$ cat src/rtl/imuldiv_div_arbiter_pkg.sv
// Shared constants and message types for the two-requester divider arbiter.
package imuldiv_div_arbiter_pkg;

  localparam int unsigned OP_W  = 32;
  localparam int unsigned RES_W = 64;

  // Function encoding reused from the divreq message header
  localparam logic DIVREQ_FN_SIGNED   = 1'b0;
  localparam logic DIVREQ_FN_UNSIGNED = 1'b1;

  localparam logic [OP_W-1:0] DIV0_QUOT = 32'hFFFF_FFFF;

  localparam logic [1:0] ST_IDLE  = 2'd0;
  localparam logic [1:0] ST_ISSUE = 2'd1;
  localparam logic [1:0] ST_WAIT  = 2'd2;
  localparam logic [1:0] ST_LOCAL = 2'd3;

  typedef struct packed {
    logic            fn;
    logic [OP_W-1:0] a;
    logic [OP_W-1:0] b;
  } divreq_msg_t;

endpackage

$ cat src/rtl/imuldiv_div_arbiter_if.sv
// Handshake bundle between the arbiter, its two requesters and the divider.
interface imuldiv_div_arbiter_if;
  import imuldiv_div_arbiter_pkg::*;

  logic             req0_val;
  logic             req0_rdy;
  logic             req0_msg_fn;
  logic [OP_W-1:0]  req0_msg_a;
  logic [OP_W-1:0]  req0_msg_b;
  logic             req1_val;
  logic             req1_rdy;
  logic             req1_msg_fn;
  logic [OP_W-1:0]  req1_msg_a;
  logic [OP_W-1:0]  req1_msg_b;

  logic             resp0_val;
  logic             resp0_rdy;
  logic [RES_W-1:0] resp0_msg_result;
  logic             resp1_val;
  logic             resp1_rdy;
  logic [RES_W-1:0] resp1_msg_result;

  logic             divreq_val;
  logic             divreq_rdy;
  logic             divreq_msg_fn;
  logic [OP_W-1:0]  divreq_msg_a;
  logic [OP_W-1:0]  divreq_msg_b;
  logic             divresp_val;
  logic             divresp_rdy;
  logic [RES_W-1:0] divresp_msg_result;

  // Arbiter side
  modport slave (
    input  req0_val, req0_msg_fn, req0_msg_a, req0_msg_b,
    input  req1_val, req1_msg_fn, req1_msg_a, req1_msg_b,
    output req0_rdy, req1_rdy,
    output resp0_val, resp0_msg_result, resp1_val, resp1_msg_result,
    input  resp0_rdy, resp1_rdy,
    output divreq_val, divreq_msg_fn, divreq_msg_a, divreq_msg_b,
    input  divreq_rdy,
    input  divresp_val, divresp_msg_result,
    output divresp_rdy
  );

  // Requester / divider side
  modport master (
    output req0_val, req0_msg_fn, req0_msg_a, req0_msg_b,
    output req1_val, req1_msg_fn, req1_msg_a, req1_msg_b,
    input  req0_rdy, req1_rdy,
    input  resp0_val, resp0_msg_result, resp1_val, resp1_msg_result,
    output resp0_rdy, resp1_rdy,
    input  divreq_val, divreq_msg_fn, divreq_msg_a, divreq_msg_b,
    output divreq_rdy,
    output divresp_val, divresp_msg_result,
    input  divresp_rdy
  );

endinterface

$ cat src/rtl/imuldiv_div_arbiter_rr_arb2.sv
// Combinational 2-way round-robin grant: the pri requester wins when valid.
module imuldiv_rr_arb2 (
  input  logic i_val0,
  input  logic i_val1,
  input  logic i_pri,
  output logic o_gnt_val,
  output logic o_gnt
);

  always_comb begin
    o_gnt_val = i_val0 | i_val1;
    if (i_pri) o_gnt = i_val1 ? 1'b1 : 1'b0;
    else       o_gnt = i_val0 ? 1'b0 : 1'b1;
  end

endmodule

$ cat src/rtl/imuldiv_div_arbiter.sv
// Shares one iterative divider between two requesters, one operation in flight.
// Optional IMULDIV_DIV_ARB_DIV0_BYPASS_EN answers divide-by-zero locally.
module imuldiv_div_arbiter
  import imuldiv_div_arbiter_pkg::*;
#(
  parameter int   NREQ     = 2,
  parameter logic INIT_PRI = 1'b0
) (
  input  logic                  clk,
  input  logic                  reset,
  imuldiv_div_arbiter_if.slave  bus
);

  localparam int unsigned OWN_W = $clog2(NREQ);

  logic [1:0]       r_state;
  logic [OWN_W-1:0] r_owner;
  logic             r_pri;
  divreq_msg_t      r_buf;

  logic             w_gnt_val;
  logic             w_gnt;
  logic             w_idle;
  divreq_msg_t      w_sel_msg;
  logic             w_own_rdy;
  logic             w_rsp_val;
  logic [RES_W-1:0] w_rsp_result;
  logic             w_done;

  imuldiv_rr_arb2 u_arb (
    .i_val0    (bus.req0_val),
    .i_val1    (bus.req1_val),
    .i_pri     (r_pri),
    .o_gnt_val (w_gnt_val),
    .o_gnt     (w_gnt)
  );

  assign w_idle       = (r_state == ST_IDLE);
  assign bus.req0_rdy = w_idle && w_gnt_val && !w_gnt && bus.req0_val;
  assign bus.req1_rdy = w_idle && w_gnt_val &&  w_gnt && bus.req1_val;

  assign w_sel_msg = w_gnt ? '{fn: bus.req1_msg_fn, a: bus.req1_msg_a, b: bus.req1_msg_b}
                           : '{fn: bus.req0_msg_fn, a: bus.req0_msg_a, b: bus.req0_msg_b};

  assign w_own_rdy = r_owner[0] ? bus.resp1_rdy : bus.resp0_rdy;

  assign bus.divreq_val    = (r_state == ST_ISSUE);
  assign bus.divreq_msg_fn = r_buf.fn;
  assign bus.divreq_msg_a  = r_buf.a;
  assign bus.divreq_msg_b  = r_buf.b;
  assign bus.divresp_rdy   = (r_state == ST_WAIT) && w_own_rdy;

  always_comb begin
    w_rsp_val    = 1'b0;
    w_rsp_result = '0;
    case (r_state)
      ST_WAIT: begin
        w_rsp_val    = bus.divresp_val;
        w_rsp_result = bus.divresp_msg_result;
      end
`ifdef IMULDIV_DIV_ARB_DIV0_BYPASS_EN
      ST_LOCAL: begin
        w_rsp_val    = 1'b1;
        w_rsp_result = {r_buf.a, DIV0_QUOT};
      end
`endif
      default: ;
    endcase
  end

  // Both requesters see the result bus; only the owner sees valid
  assign bus.resp0_val        = w_rsp_val && !r_owner[0];
  assign bus.resp1_val        = w_rsp_val &&  r_owner[0];
  assign bus.resp0_msg_result = w_rsp_result;
  assign bus.resp1_msg_result = w_rsp_result;

  assign w_done = w_rsp_val && w_own_rdy;

  always_ff @(posedge clk) begin
    if (reset) begin
      r_state <= ST_IDLE;
      r_owner <= '0;
      r_pri   <= INIT_PRI;
      r_buf   <= '0;
    end else begin
      case (r_state)
        ST_IDLE: begin
          if (w_gnt_val) begin
            r_buf      <= w_sel_msg;
            r_owner[0] <= w_gnt;
`ifdef IMULDIV_DIV_ARB_DIV0_BYPASS_EN
            r_state    <= (w_sel_msg.b == '0) ? ST_LOCAL : ST_ISSUE;
`else
            r_state    <= ST_ISSUE;
`endif
          end
        end
        ST_ISSUE: begin
          if (bus.divreq_rdy) r_state <= ST_WAIT;
        end
        ST_WAIT, ST_LOCAL: begin
          if (w_done) begin
            r_pri   <= ~r_owner[0];
            r_state <= ST_IDLE;
          end
        end
        default: r_state <= ST_IDLE;
      endcase
    end
  end

endmodule

$ cat src/flat_wrapper.sv
// flat-port wrapper written by rule: the top's interface ports become plain ports
module imuldiv_div_arbiter_flat import imuldiv_div_arbiter_pkg::*;
#(
  parameter int   NREQ     = 2,
  parameter logic INIT_PRI = 1'b0
)
  (clk, reset, bus_req0_val, bus_req0_msg_fn, bus_req0_msg_a, bus_req0_msg_b, bus_req1_val, bus_req1_msg_fn, bus_req1_msg_a, bus_req1_msg_b, bus_req0_rdy, bus_req1_rdy, bus_resp0_val, bus_resp0_msg_result, bus_resp1_val, bus_resp1_msg_result, bus_resp0_rdy, bus_resp1_rdy, bus_divreq_val, bus_divreq_msg_fn, bus_divreq_msg_a, bus_divreq_msg_b, bus_divreq_rdy, bus_divresp_val, bus_divresp_msg_result, bus_divresp_rdy);
  imuldiv_div_arbiter_if bus_i ();
  input  logic clk;
  input  logic reset;
  input wire logic [$bits(bus_i.req0_val)-1:0] bus_req0_val;
  input wire logic [$bits(bus_i.req0_msg_fn)-1:0] bus_req0_msg_fn;
  input wire logic [$bits(bus_i.req0_msg_a)-1:0] bus_req0_msg_a;
  input wire logic [$bits(bus_i.req0_msg_b)-1:0] bus_req0_msg_b;
  input wire logic [$bits(bus_i.req1_val)-1:0] bus_req1_val;
  input wire logic [$bits(bus_i.req1_msg_fn)-1:0] bus_req1_msg_fn;
  input wire logic [$bits(bus_i.req1_msg_a)-1:0] bus_req1_msg_a;
  input wire logic [$bits(bus_i.req1_msg_b)-1:0] bus_req1_msg_b;
  output wire logic [$bits(bus_i.req0_rdy)-1:0] bus_req0_rdy;
  output wire logic [$bits(bus_i.req1_rdy)-1:0] bus_req1_rdy;
  output wire logic [$bits(bus_i.resp0_val)-1:0] bus_resp0_val;
  output wire logic [$bits(bus_i.resp0_msg_result)-1:0] bus_resp0_msg_result;
  output wire logic [$bits(bus_i.resp1_val)-1:0] bus_resp1_val;
  output wire logic [$bits(bus_i.resp1_msg_result)-1:0] bus_resp1_msg_result;
  input wire logic [$bits(bus_i.resp0_rdy)-1:0] bus_resp0_rdy;
  input wire logic [$bits(bus_i.resp1_rdy)-1:0] bus_resp1_rdy;
  output wire logic [$bits(bus_i.divreq_val)-1:0] bus_divreq_val;
  output wire logic [$bits(bus_i.divreq_msg_fn)-1:0] bus_divreq_msg_fn;
  output wire logic [$bits(bus_i.divreq_msg_a)-1:0] bus_divreq_msg_a;
  output wire logic [$bits(bus_i.divreq_msg_b)-1:0] bus_divreq_msg_b;
  input wire logic [$bits(bus_i.divreq_rdy)-1:0] bus_divreq_rdy;
  input wire logic [$bits(bus_i.divresp_val)-1:0] bus_divresp_val;
  input wire logic [$bits(bus_i.divresp_msg_result)-1:0] bus_divresp_msg_result;
  output wire logic [$bits(bus_i.divresp_rdy)-1:0] bus_divresp_rdy;
  assign bus_i.req0_val = bus_req0_val;
  assign bus_i.req0_msg_fn = bus_req0_msg_fn;
  assign bus_i.req0_msg_a = bus_req0_msg_a;
  assign bus_i.req0_msg_b = bus_req0_msg_b;
  assign bus_i.req1_val = bus_req1_val;
  assign bus_i.req1_msg_fn = bus_req1_msg_fn;
  assign bus_i.req1_msg_a = bus_req1_msg_a;
  assign bus_i.req1_msg_b = bus_req1_msg_b;
  assign bus_req0_rdy = bus_i.req0_rdy;
  assign bus_req1_rdy = bus_i.req1_rdy;
  assign bus_resp0_val = bus_i.resp0_val;
  assign bus_resp0_msg_result = bus_i.resp0_msg_result;
  assign bus_resp1_val = bus_i.resp1_val;
  assign bus_resp1_msg_result = bus_i.resp1_msg_result;
  assign bus_i.resp0_rdy = bus_resp0_rdy;
  assign bus_i.resp1_rdy = bus_resp1_rdy;
  assign bus_divreq_val = bus_i.divreq_val;
  assign bus_divreq_msg_fn = bus_i.divreq_msg_fn;
  assign bus_divreq_msg_a = bus_i.divreq_msg_a;
  assign bus_divreq_msg_b = bus_i.divreq_msg_b;
  assign bus_i.divreq_rdy = bus_divreq_rdy;
  assign bus_i.divresp_val = bus_divresp_val;
  assign bus_i.divresp_msg_result = bus_divresp_msg_result;
  assign bus_divresp_rdy = bus_i.divresp_rdy;
  imuldiv_div_arbiter #(.NREQ(NREQ), .INIT_PRI(INIT_PRI)) u_core (.clk(clk), .reset(reset), .bus(bus_i));
endmodule
$ cat config.mk
export PLATFORM = sky130hd
export DESIGN_NAME = imuldiv_div_arbiter_flat
export DESIGN_NICKNAME = d
export VERILOG_FILES = /design/src/rtl/imuldiv_div_arbiter_pkg.sv /design/src/rtl/imuldiv_div_arbiter_if.sv /design/src/rtl/imuldiv_div_arbiter_rr_arb2.sv /design/src/rtl/imuldiv_div_arbiter.sv /design/src/flat_wrapper.sv
export SDC_FILE = /design/constraint.sdc
export NUM_CORES = 1
export LEC_CHECK = 0
export BUFFER_PORTS_ARGS = -buffer_cell sky130_fd_sc_hd__buf_2
export CAP_MARGIN = 20
export CORE_AREA = 2 2 155 157
export CTS_CLUSTER_DIAMETER = 200
export DETAILED_ROUTE_END_ITERATION = 8
export DIE_AREA = 0 0 157 159
export PLACE_DENSITY = 0.57
export REMOVE_ABC_BUFFERS = 1
export SYNTH_ARGS = -nofsm -noshare
export SYNTH_HDL_FRONTEND = slang
export SYNTH_HIERARCHICAL = 1
export SYNTH_SLANG_ARGS = --single-unit
export TNS_END_PERCENT = 50
$ cat constraint.sdc
create_clock -name clk -period 2.3 [get_ports clk]
set_input_delay 0.23 -clock clk [delete_from_list [all_inputs] [get_ports clk]]
set_output_delay 0.23 -clock clk [all_outputs]
set_load 0.01 [all_outputs]
Word-level counts from Yosys, hierarchy flattened
Index checks and enable logic that the tools add are counted.
Cells by class
  equal/unequal tests: 6
  mux-type cells: 11
  bitwise logic cells: 2
  reductions and logical operators: 16
Operators by type and width (count)
  65-bit 2-to-1 mux: 1
  64-bit 2-to-1 mux: 1
  1-bit logical AND: 9
  2-bit 2-to-1 mux: 3
  2-bit by 1-bit != test with 1-bit output, second input constant: 3
  2-bit one-hot mux with 3 select lines: 1
  1-bit 2-to-1 mux: 5
  2-bit equality test, second input constant: 2
  2-bit AND reduction: 2
  3-bit AND reduction: 1
  2-bit by 1-bit equality test with 1-bit output, second input constant: 1
  1-bit zero test: 2
  2-bit zero test: 1
  2-bit OR reduction: 1
  1-bit inverter: 1
  1-bit bitwise OR: 1
Word-level totals
  bits of input ports: 202
  output and inout bits: 199
  flip-flop bits (word level): 69

Depth between registers and ports, before layout
Gate-level depths: netlist (run 1).
  depth in word-level cells: 5
  mapped depth: 7
  depth with buffers taken out: 4

By module
The synthesis (run 1) kept the hierarchy.
By module, submodules not included
  imuldiv_div_arbiter: cells an instance 452, instances 1, area an instance 4342.9 um2
  imuldiv_rr_arb2: cells an instance 3, instances 1, area an instance 20.0 um2

Worst setup path before layout (run 1)
OpenSTA, ideal clock, no wires.
  kind: reg-to-output
  start point: reg u_core.r_state[1]
  end point: out bus_resp1_msg_result[12]
  arrival time: 1.231 ns
  slack: 0.839 ns
  cell stages (with the launch flop): 6
  cells stage by stage: dfxtp_1 > nor2b_2 > buf_2 > buf_2 > and2_1 > buf_4
On the way
  longest elaborated chain between the ends: 2
Ends and longest elaborated chain
  from (decl): RTL line imuldiv_div_arbiter.sv:16  | logic [1:0] r_state;
  from (signal assigned): RTL line imuldiv_div_arbiter.sv:81  | r_state <= ST_IDLE;
  from (signal assigned): RTL line imuldiv_div_arbiter.sv:94  | r_state <= ST_ISSUE;
  from (signal assigned): RTL line imuldiv_div_arbiter.sv:99  | if (bus.divreq_rdy) r_state <= ST_WAIT;
  2-bit equality test: RTL line imuldiv_div_arbiter.sv:56  | case (r_state)
  64-bit 2-to-1 mux: RTL line imuldiv_div_arbiter.sv:56
  to (decl): RTL line flat_wrapper.sv:24  | output wire logic [$bits(bus_i.resp1_msg_result)-1:0] bus_resp1_msg_result;
No other way between the ends.

Worst setup path after layout (run 1)
  start point: reg u_core.r_state[1]
  end point: out bus_resp1_msg_result[2]
The elaborated chain is that of the path after synthesis.

==> results_dict.tcl, run 1 <==
set metrics [dict create \
    status "finished, final reports clean" \
    syn-cell-area_sq_um 4360 \
    fin_skew_ns 0.0137 \
    die-width_microns 157 \
    final.min_clock_period_ns 2.04 \
    synth_cells 455 \
    numCtsBuffers 9 \
    final_cell_mix "buf_2 (399), dfxtp_1 (69), nor2_1 (68), mux2i_1 (67), and2_1 (64)" \
    vias_per_cell 3.96 \
    ios 401 \
    hold_class "in2reg" \
    cts_buffer_depth 2 \
    cp.arrival_ns 1.81 \
    wire_per_inst_microns 17.7 \
    die-area_sq_um 25000 \
    clock_sinks 69 \
    cp_max_fo 57 \
    yosysUniqueCellTypes 27 \
    setup.worst_path.start "u_core/r_state[1]" \
    power_density_nw_per_um2 650 \
    ir_drop_mv 0.377 \
    antennaDiodeCount 0 \
    drv_slew 0 \
    period_share 0.886 \
    drt_pass1_iterations 4 \
    fmax_mhz 491 \
    hold_violations 0 \
    ant_nets 0 \
    die_h_microns 159 \
    grt_max_degree 58 \
    layout.cells.non_filler 1098 \
    grt_usage 0.150 \
    cts_setup_buffers 0 \
    endpoint_kind "output port" \
    place.gp.congestion 0.847 \
    slew-limit-headroom 0.575 \
    portBuffers 400 \
    r2r-start "u_core/r_pri" \
    drt_iter0_markers 160 \
    vias 4343 \
    ff2ff_setup_slack_ns 0.67 \
    grt_overflow 0 \
    final_core_util 0.282 \
    antenna_found_initial 11 \
    critical_path_class "reg2out" \
    yosysWarningCount 6 \
    worst_pin_slew_ns 0.638 \
    r2r_cells 4 \
    rr_endpoint "u_core/bus.divreq_msg_a[6]" \
    drive_gt1_frac 0.626 \
    dp_hpwl_microns 16800 \
    layout_commonest_cell "buf_2" \
    cap_violations 0 \
    finalPower_uw 4260 \
    tritoncts "yes" \
    clk_latency_ns 0.34 \
    core-area_sq_um 23200 \
    cts_hold_buffers 0 \
    grt_first_pass_wirelength_microns 26700 \
    ctsResizeCount 0 \
    h-tree-depth 3 \
    drc_errors 0 \
    grt_pass1_vias 4150 \
    dp_cells 1082 \
    num_rows 56 \
    wirelength_microns 19500 \
    ys_ff_latch 69 \
    cts.root.buffer_cell "clkbuf_16" \
    cp-endpoint "bus_resp1_msg_result[2]" \
    crit_path_start_kind "register" \
    crit_required_ns 2.07 \
    seq_area_frac_synth 0.317 \
    rsz0062_at_grt "no" \
    syn_area_per_cell_sq_um 9.59 \
    start_util 0.188 \
    synthToLayoutAreaGrowth_pct 50.1 \
    final-setup-viol-count 0 \
    clkTransAtPathRegs_ns 0.06 \
    p_leak_uw 0.00357 \
    layout.nets 976 \
]
[area by class of cell]
| cell class | count | area, sq um |
|---|---|---|
| clock buffer | 10 | 229 |
| clock inverter | 6 | 111 |
| fill | 2498 | 16600 |
| inverter | 2 | 7.51 |
| multi-input combinational | 282 | 2270 |
| sequential | 69 | 1380 |
| tap | 319 | 399 |
| timing repair buffer | 410 | 2150 |
[kinds of logic (layout without fill, tap and decap cells)]
kind of cell | Yosys count | after routing | synth area share
AOI/OAI and AO/OA | 69 | 69 | 0.187
muxes | 68 | 68 | 0.156
DFF | 69 | 69 | 0.317
and+or+nand+nor | 145 | 145 | 0.171
buffers and inverters | 104 | 428 | 0.169
[worst min path at each step]
stage,start,endpoint,slack (ns),depth (start not counted)
2_1_floorplan,reset,u_core/bus.divreq_msg_a[0],0.29,1
3_3_place_gp,u_core/bus.divreq_msg_a[9],u_core/bus.divreq_msg_a[9],0.49,2
3_5_place_dp,u_core/bus.divreq_msg_a[4],u_core/bus.divreq_msg_a[4],0.49,2
4_1_cts,bus_divreq_rdy,u_core/r_state[1],0.21,3
5_1_grt,bus_req0_msg_b[22],u_core/bus.divreq_msg_b[22],0.24,3
6_report,bus_divreq_rdy,u_core/r_state[1],0.22,3
[stage by stage]
stage / cell area [sq um] / hold WS [ns] / setup TNS [ns] / setup WS (ns)
floorplan: 3630 / 0.295 / -266.04 / -4.04
global placement: 6210 / 0.486 / 0 / 0.642
detailed placement: 6210 / 0.488 / 0 / 0.603
CTS: 6550 / 0.206 / 0 / 0.228
global route: 6550 / 0.242 / 0 / 0.134
finish: 6550 / 0.225 / 0 / 0.263
[power breakdown]
group / internal, uW / switching (uW)
Combinational: 550 / 673
Sequential: 1350 / 75.9
Clock: 1060 / 550
[sequential cells by signal, indices dropped and copies added (netlist names)]
| register | cells |
|---|---|
| u_core/bus.divreq_msg_b | 32 |
| u_core/r_owner | 1 |
| u_core/r_state | 2 |
| u_core/bus.divreq_msg_a | 32 |
| u_core/r_pri | 1 |
| u_core/bus.divreq_msg_fn | 1 |
[synthesized netlist by cell type, drive strengths merged]
cell,instances,area [sq um]
and2,64,400
and4,1,8.76
nor3b,2,20.0
mux2i,68,681
a31oi,1,6.26
a21oi,2,10.0
inv,2,7.51
buf,91,682
dfxtp,69,1380
a211oi,65,783
and3b,1,8.76
and3,2,12.5
clkbuf,11,48.8
nor3,1,5.00
nand2,1,3.75
or2,1,6.26
nor2b,3,21.3
nand2b,1,6.26
a2111oi,1,15.0
nor2,68,255
[per-layer routing]
layer	track usage	up-vias	part of all wire
met5	0	-	0.0011
met1	0.159	1927	0.37
li1	-	2137	-
met3	0.0504	33	0.093
met2	0.280	242	0.51
met4	0.0434	4	0.021
[worst max-delay path, stage by stage (launching register included)]
cell and delay (ns):
dfxtp_1 0.42, nor2b_4 0.19, buf_4 0.39, and2_1 0.24
buf_2 0.21
Note: power is estimated with default switching activity, not from simulation.
==> inputs of run 2 (changes only) <==
==> constraint.sdc (replaced) <==
create_clock -name clk -period 2.5 [get_ports clk]
set_input_delay 0.25 -clock clk [delete_from_list [all_inputs] [get_ports clk]]
set_output_delay 0.25 -clock clk [all_outputs]
set_load 0.01 [all_outputs]
==> run 2 against run 1 <==
Effect of this change:
- final area down 0.59%
- combinational power down 8%
- flip-flop and latch count unchanged
- clock-buffer cell count unchanged
==> results_dict.tcl, run 2 (same netlist as run 1, synthesis figures left out) <==
set metrics [dict create \
    rr_endpoint "u_core/bus.divreq_msg_b[15]" \
    h-tree-depth 3 \
    drive_gt1_frac 0.626 \
    p_leak_uw 0.00355 \
    ios 401 \
    fin_skew_ns 0.00988 \
    worst_pin_slew_ns 0.444 \
    status "finished, final reports clean" \
    dp_slack_ns 0.741 \
    hold_ws_ns 0.217 \
    grt_pass1_vias 4148 \
    hold_class "in2reg" \
    place.gp.congestion 0.861 \
    die_h_microns 159 \
    die-area_sq_um 25000 \
    drc_errors 0 \
    slew-limit-headroom 0.703 \
    crit_required_ns 2.25 \
    clock_sinks 69 \
    layout_setup_ws_ns 0.379 \
    r2r-start "u_core/r_pri" \
    final.min_clock_period_ns 2.12 \
    grt_usage 0.151 \
    final_core_util 0.281 \
    cts_hold_buffers 0 \
    cp.arrival_ns 1.87 \
    drv_slew 0 \
    wirelength_microns 19400 \
    numCtsBuffers 9 \
    hold_end "u_core/r_state[1]" \
    hold_violations 0 \
    dp_cells 1081 \
    min-delay-start "bus_divreq_rdy" \
    layout_commonest_cell "buf_2" \
    tritoncts "yes" \
    layout.nets 975 \
    final-setup-viol-count 0 \
    wire_per_inst_microns 17.7 \
    rsz0062_at_grt "no" \
    ant_nets 0 \
    start_util 0.188 \
    vias_per_cell 3.95 \
    clkTransAtPathRegs_ns 0.06 \
    clk_latency_ns 0.33 \
    vias 4342 \
    ir_drop_mv 0.210 \
    ff2ff_setup_slack_ns 0.85 \
    grt_max_degree 70 \
    die-width_microns 157 \
    endpoint_kind "output port" \
    cts_buffer_depth 2 \
    r2r_cells 4 \
    totalNegativeSetupSlack_ns 0 \
    synthToLayoutAreaGrowth_pct 49.2 \
    antenna_found_initial 9 \
    power_density_nw_per_um2 574 \
    cp_max_fo 69 \
    fmax_mhz 471 \
    layout.cells.non_filler 1100 \
    critical_path_class "reg2out" \
    portBuffers 400 \
    grt_first_pass_wirelength_microns 26900 \
    cap_violations 0 \
    core-area_sq_um 23200 \
    final_cell_mix "buf_2 (399), dfxtp_1 (69), nor2_1 (68), mux2i_1 (67), and2_1 (64)" \
    ctsResizeCount 0 \
    period_share 0.849 \
    dp_hpwl_microns 16600 \
    cts_setup_buffers 0 \
    cts.root.buffer_cell "clkbuf_16" \
    drt_pass1_iterations 4 \
    num_rows 56 \
    drt_iter0_markers 179 \
    grt_overflow 0 \
    crit_path_start_kind "register" \
    worstHoldPathCells 3 \
]
==> run 2: changes by cell type in the layout (fill, tap and decap cells not counted) <==
cell,previous run,this run
buf_4,5,4
clkinv_2,1,0
bufinv_16,3,1
clkinv_4,1,3
diode_2,0,3
inv_6,0,1
==> run 2: worst max path at each step <==
stage / startpoint / to / slack, ns / depth (start not counted)
2_1_floorplan: u_core/r_state[0] / bus_req0_rdy / -3.86 / 2
3_3_place_gp: u_core/r_state[1] / bus_resp1_msg_result[19] / 0.73 / 4
3_5_place_dp: u_core/r_state[1] / bus_resp1_msg_result[19] / 0.74 / 4
4_1_cts: u_core/r_state[1] / bus_resp1_msg_result[19] / 0.35 / 4
5_1_grt: u_core/r_state[1] / bus_resp1_msg_result[19] / 0.25 / 4
6_report: u_core/r_state[1] / bus_resp1_msg_result[19] / 0.38 / 4
==> run 2: final cells by class <==
cell class / instances / area (sq um)
diodes: 3 / 7.51
clock buffers: 10 / 229
clock inverters: 6 / 72.6
fillers: 2512 / 16700
inverters: 2 / 7.51
multi-input cells: 282 / 2270
flip-flops and latches: 69 / 1380
well taps: 319 / 399
repair buffers: 409 / 2150
==> run 2: report_power, final <==
group	internal (uW)	total (uW)	switching (uW)
sequential	1240	1310	71.4
clock	782	1310	526
combinational	500	1120	617
==> run 2: stage by stage <==
| step | instance area, sq um | total power [uW] |
|---|---|---|
| floorplan | 3630 | 1980 |
| global placement | 6200 | 2450 |
| detailed placement | 6200 | 2470 |
| CTS | 6500 | 3820 |
| global route | 6510 | 3980 |
| finish | 6510 | 3740 |
==> run 2: per-layer routing <==
metal | vias up | part of all wire | track usage
met2 | 240 | 0.50 | 0.276
met5 | - | 0.00082 | 0
met1 | 1922 | 0.37 | 0.156
li1 | 2144 | - | -
met4 | 2 | 0.034 | 0.0571
met3 | 34 | 0.093 | 0.0520
==> run 2: worst max-delay path: stages (launching register included) <==
cell and delay, ns:
dfxtp_1 0.43, nor2b_4 0.21, buf_12 0.23, and2_1 0.42, buf_2 0.22
==> inputs of run 3 (changes only) <==
--- a/config.mk
+++ b/config.mk
@@ -7,10 +7,10 @@
 export LEC_CHECK = 0
 export BUFFER_PORTS_ARGS = -buffer_cell sky130_fd_sc_hd__buf_2
 export CAP_MARGIN = 20
-export CORE_AREA = 2 2 155 157
+export CORE_AREA = 2 2 156 158
 export CTS_CLUSTER_DIAMETER = 200
 export DETAILED_ROUTE_END_ITERATION = 8
-export DIE_AREA = 0 0 157 159
+export DIE_AREA = 0 0 158 160
 export PLACE_DENSITY = 0.57
 export REMOVE_ABC_BUFFERS = 1
 export SYNTH_ARGS = -nofsm -noshare
==> constraint.sdc (replaced) <==
create_clock -name clk -period 2.1 [get_ports clk]
set_input_delay 0.21 -clock clk [delete_from_list [all_inputs] [get_ports clk]]
set_output_delay 0.21 -clock clk [all_outputs]
set_load 0.01 [all_outputs]
==> run 3 against run 2 <==
Effect of this change:
- via count increased by 0.30%
- sequential share of layout area about the same
- final area grew 0.13%
- critical path type unchanged
- largest power group unchanged
==> results_dict.tcl, run 3 (same netlist as run 1, synthesis figures left out) <==
set metrics [dict create \
    status "finished, final reports clean" \
    final_cell_mix "buf_2 (399), dfxtp_1 (69), nor2_1 (68), mux2i_1 (67), and2_1 (64)" \
    ir_drop_mv 0.265 \
    final-setup-viol-count 0 \
    grt_max_degree 70 \
    grt_overflow 0 \
    r2r-start "u_core/r_pri" \
    drt_pass1_iterations 4 \
    layout_setup_ws_ns 0.126 \
    slowest_stage "dfxtp_1" \
    die-area_sq_um 25300 \
    critical_path_class "reg2out" \
    wire_per_inst_microns 16.4 \
    clock_sinks 69 \
    cp.arrival_ns 1.76 \
    period_share 0.940 \
    cts_hold_buffers 0 \
    core-area_sq_um 23800 \
    start_util 0.183 \
    cts_setup_buffers 0 \
    power_density_nw_per_um2 664 \
    drive_gt1_frac 0.626 \
    min-delay-start "bus_divreq_rdy" \
    h-tree-depth 3 \
    layout.nets 976 \
    cts_buffer_depth 2 \
    die_h_microns 160 \
    grt_pass1_vias 4218 \
    crit_required_ns 1.89 \
    layout_commonest_cell "buf_2" \
    place.gp.congestion 0.801 \
    rsz0062_at_grt "no" \
    antenna_found_initial 6 \
    rr_endpoint "u_core/bus.divreq_msg_a[1]" \
    p_leak_uw 0.00355 \
    worst_pin_slew_ns 0.691 \
    hold_violations 0 \
    hold_end "u_core/r_state[1]" \
    final.fill_count 2646 \
    r2r_cells 4 \
    synthToLayoutAreaGrowth_pct 49.4 \
    ctsResizeCount 0 \
    endpoint_kind "output port" \
    dp_slack_ns 0.408 \
    vias 4355 \
    ios 401 \
    dp_cells 1087 \
    worstHoldPathCells 3 \
    fin_skew_ns 0.0109 \
    dp_hpwl_microns 15300 \
    crit_chain "mux2i_4, buf_12, and3b_1, buf_2" \
    die-width_microns 158 \
    fmax_mhz 507 \
    wirelength_microns 18100 \
    final.min_clock_period_ns 1.97 \
    crit_path_start_kind "register" \
    drv_slew 0 \
    ff2ff_setup_slack_ns 0.44 \
    portBuffers 400 \
    drc_errors 0 \
    cp_max_fo 40 \
    grt_usage 0.135 \
    cap_violations 0 \
    layout.cells.non_filler 1104 \
    tritoncts "yes" \
    numCtsBuffers 9 \
    hold_class "in2reg" \
    grt_first_pass_wirelength_microns 24800 \
    clkTransAtPathRegs_ns 0.07 \
    num_rows 57 \
    slew-limit-headroom 0.539 \
    cts.root.buffer_cell "clkbuf_16" \
    critPathMaxStageDelay_ns 0.43 \
    vias_per_cell 3.94 \
    ant_nets 0 \
    cpLargestDelayFamily "flip-flops" \
    drt_iter0_markers 173 \
    clk_latency_ns 0.34 \
    cp_num_buf_inv 2 \
]
==> run 3: changes by cell type in the layout (fill, tap and decap cells not counted) <==
cell / previous run / this run
diode_2: 3 / 1
clkinv_2: 0 / 1
clkinv_4: 3 / 2
bufinv_16: 1 / 0
buf_12: 6 / 8
inv_6: 1 / 2
buf_4: 4 / 3
==> run 3: worst max-delay path by stage <==
stage                      start                    endpoint  cells after the start
2_1_floorplan  u_core/r_state[0]                bus_req0_rdy                      2
3_3_place_gp        u_core/r_pri  u_core/bus.divreq_msg_a[1]                      4
3_5_place_dp        u_core/r_pri  u_core/bus.divreq_msg_a[1]                      4
4_1_cts             u_core/r_pri                bus_req0_rdy                      4
5_1_grt             u_core/r_pri                bus_req0_rdy                      4
6_report            u_core/r_pri                bus_req0_rdy                      4
==> run 3: report_power, final <==
group	internal, uW	switching [uW]
Clock	810	628
Sequential	1480	85.4
Combinational	607	724
==> run 3: metal layers <==
layer,vias up,part of all wire,GRT usage
met1,1959,0.37,0.144
met5,-,0.00072,0
li1,2134,-,-
met2,233,0.51,0.250
met4,2,0.023,0.0438
met3,27,0.098,0.0431
==> run 3: final cells by class <==
class | instances | area, sq um | share of cell area
multi-input cells | 282 | 2270 | 0.348
clock inverters | 6 | 47.5 | 0.00729
well taps | 324 | 405 | 0.0622
diodes | 1 | 2.50 | 0.000384
clock buffers | 10 | 229 | 0.0351
inverters | 2 | 7.51 | 0.00115
flip-flops and latches | 69 | 1380 | 0.212
repair buffers | 410 | 2180 | 0.334
==> run 3: stage by stage <==
stage	hold slack (ns)	utilization	TNS (ns)	instance area, sq um	power [uW]
final	0.186	0.274	0	6520	4330
after global routing	0.190	0.274	0	6520	4610
after CTS	0.175	0.274	0	6520	4430
after detailed placement	0.489	0.262	0	6240	2940
after global placement	0.484	0.262	0	6240	2920
after floorplan	0.275	-	-279.80	3630	2360
==> run 3: worst reg2reg max path: stages, from the launching register on <==
cell,delay (ns)
dfxtp_1,0.43
mux2i_4,0.34
buf_12,0.25
mux2i_1,0.42
a211oi_2,0.11
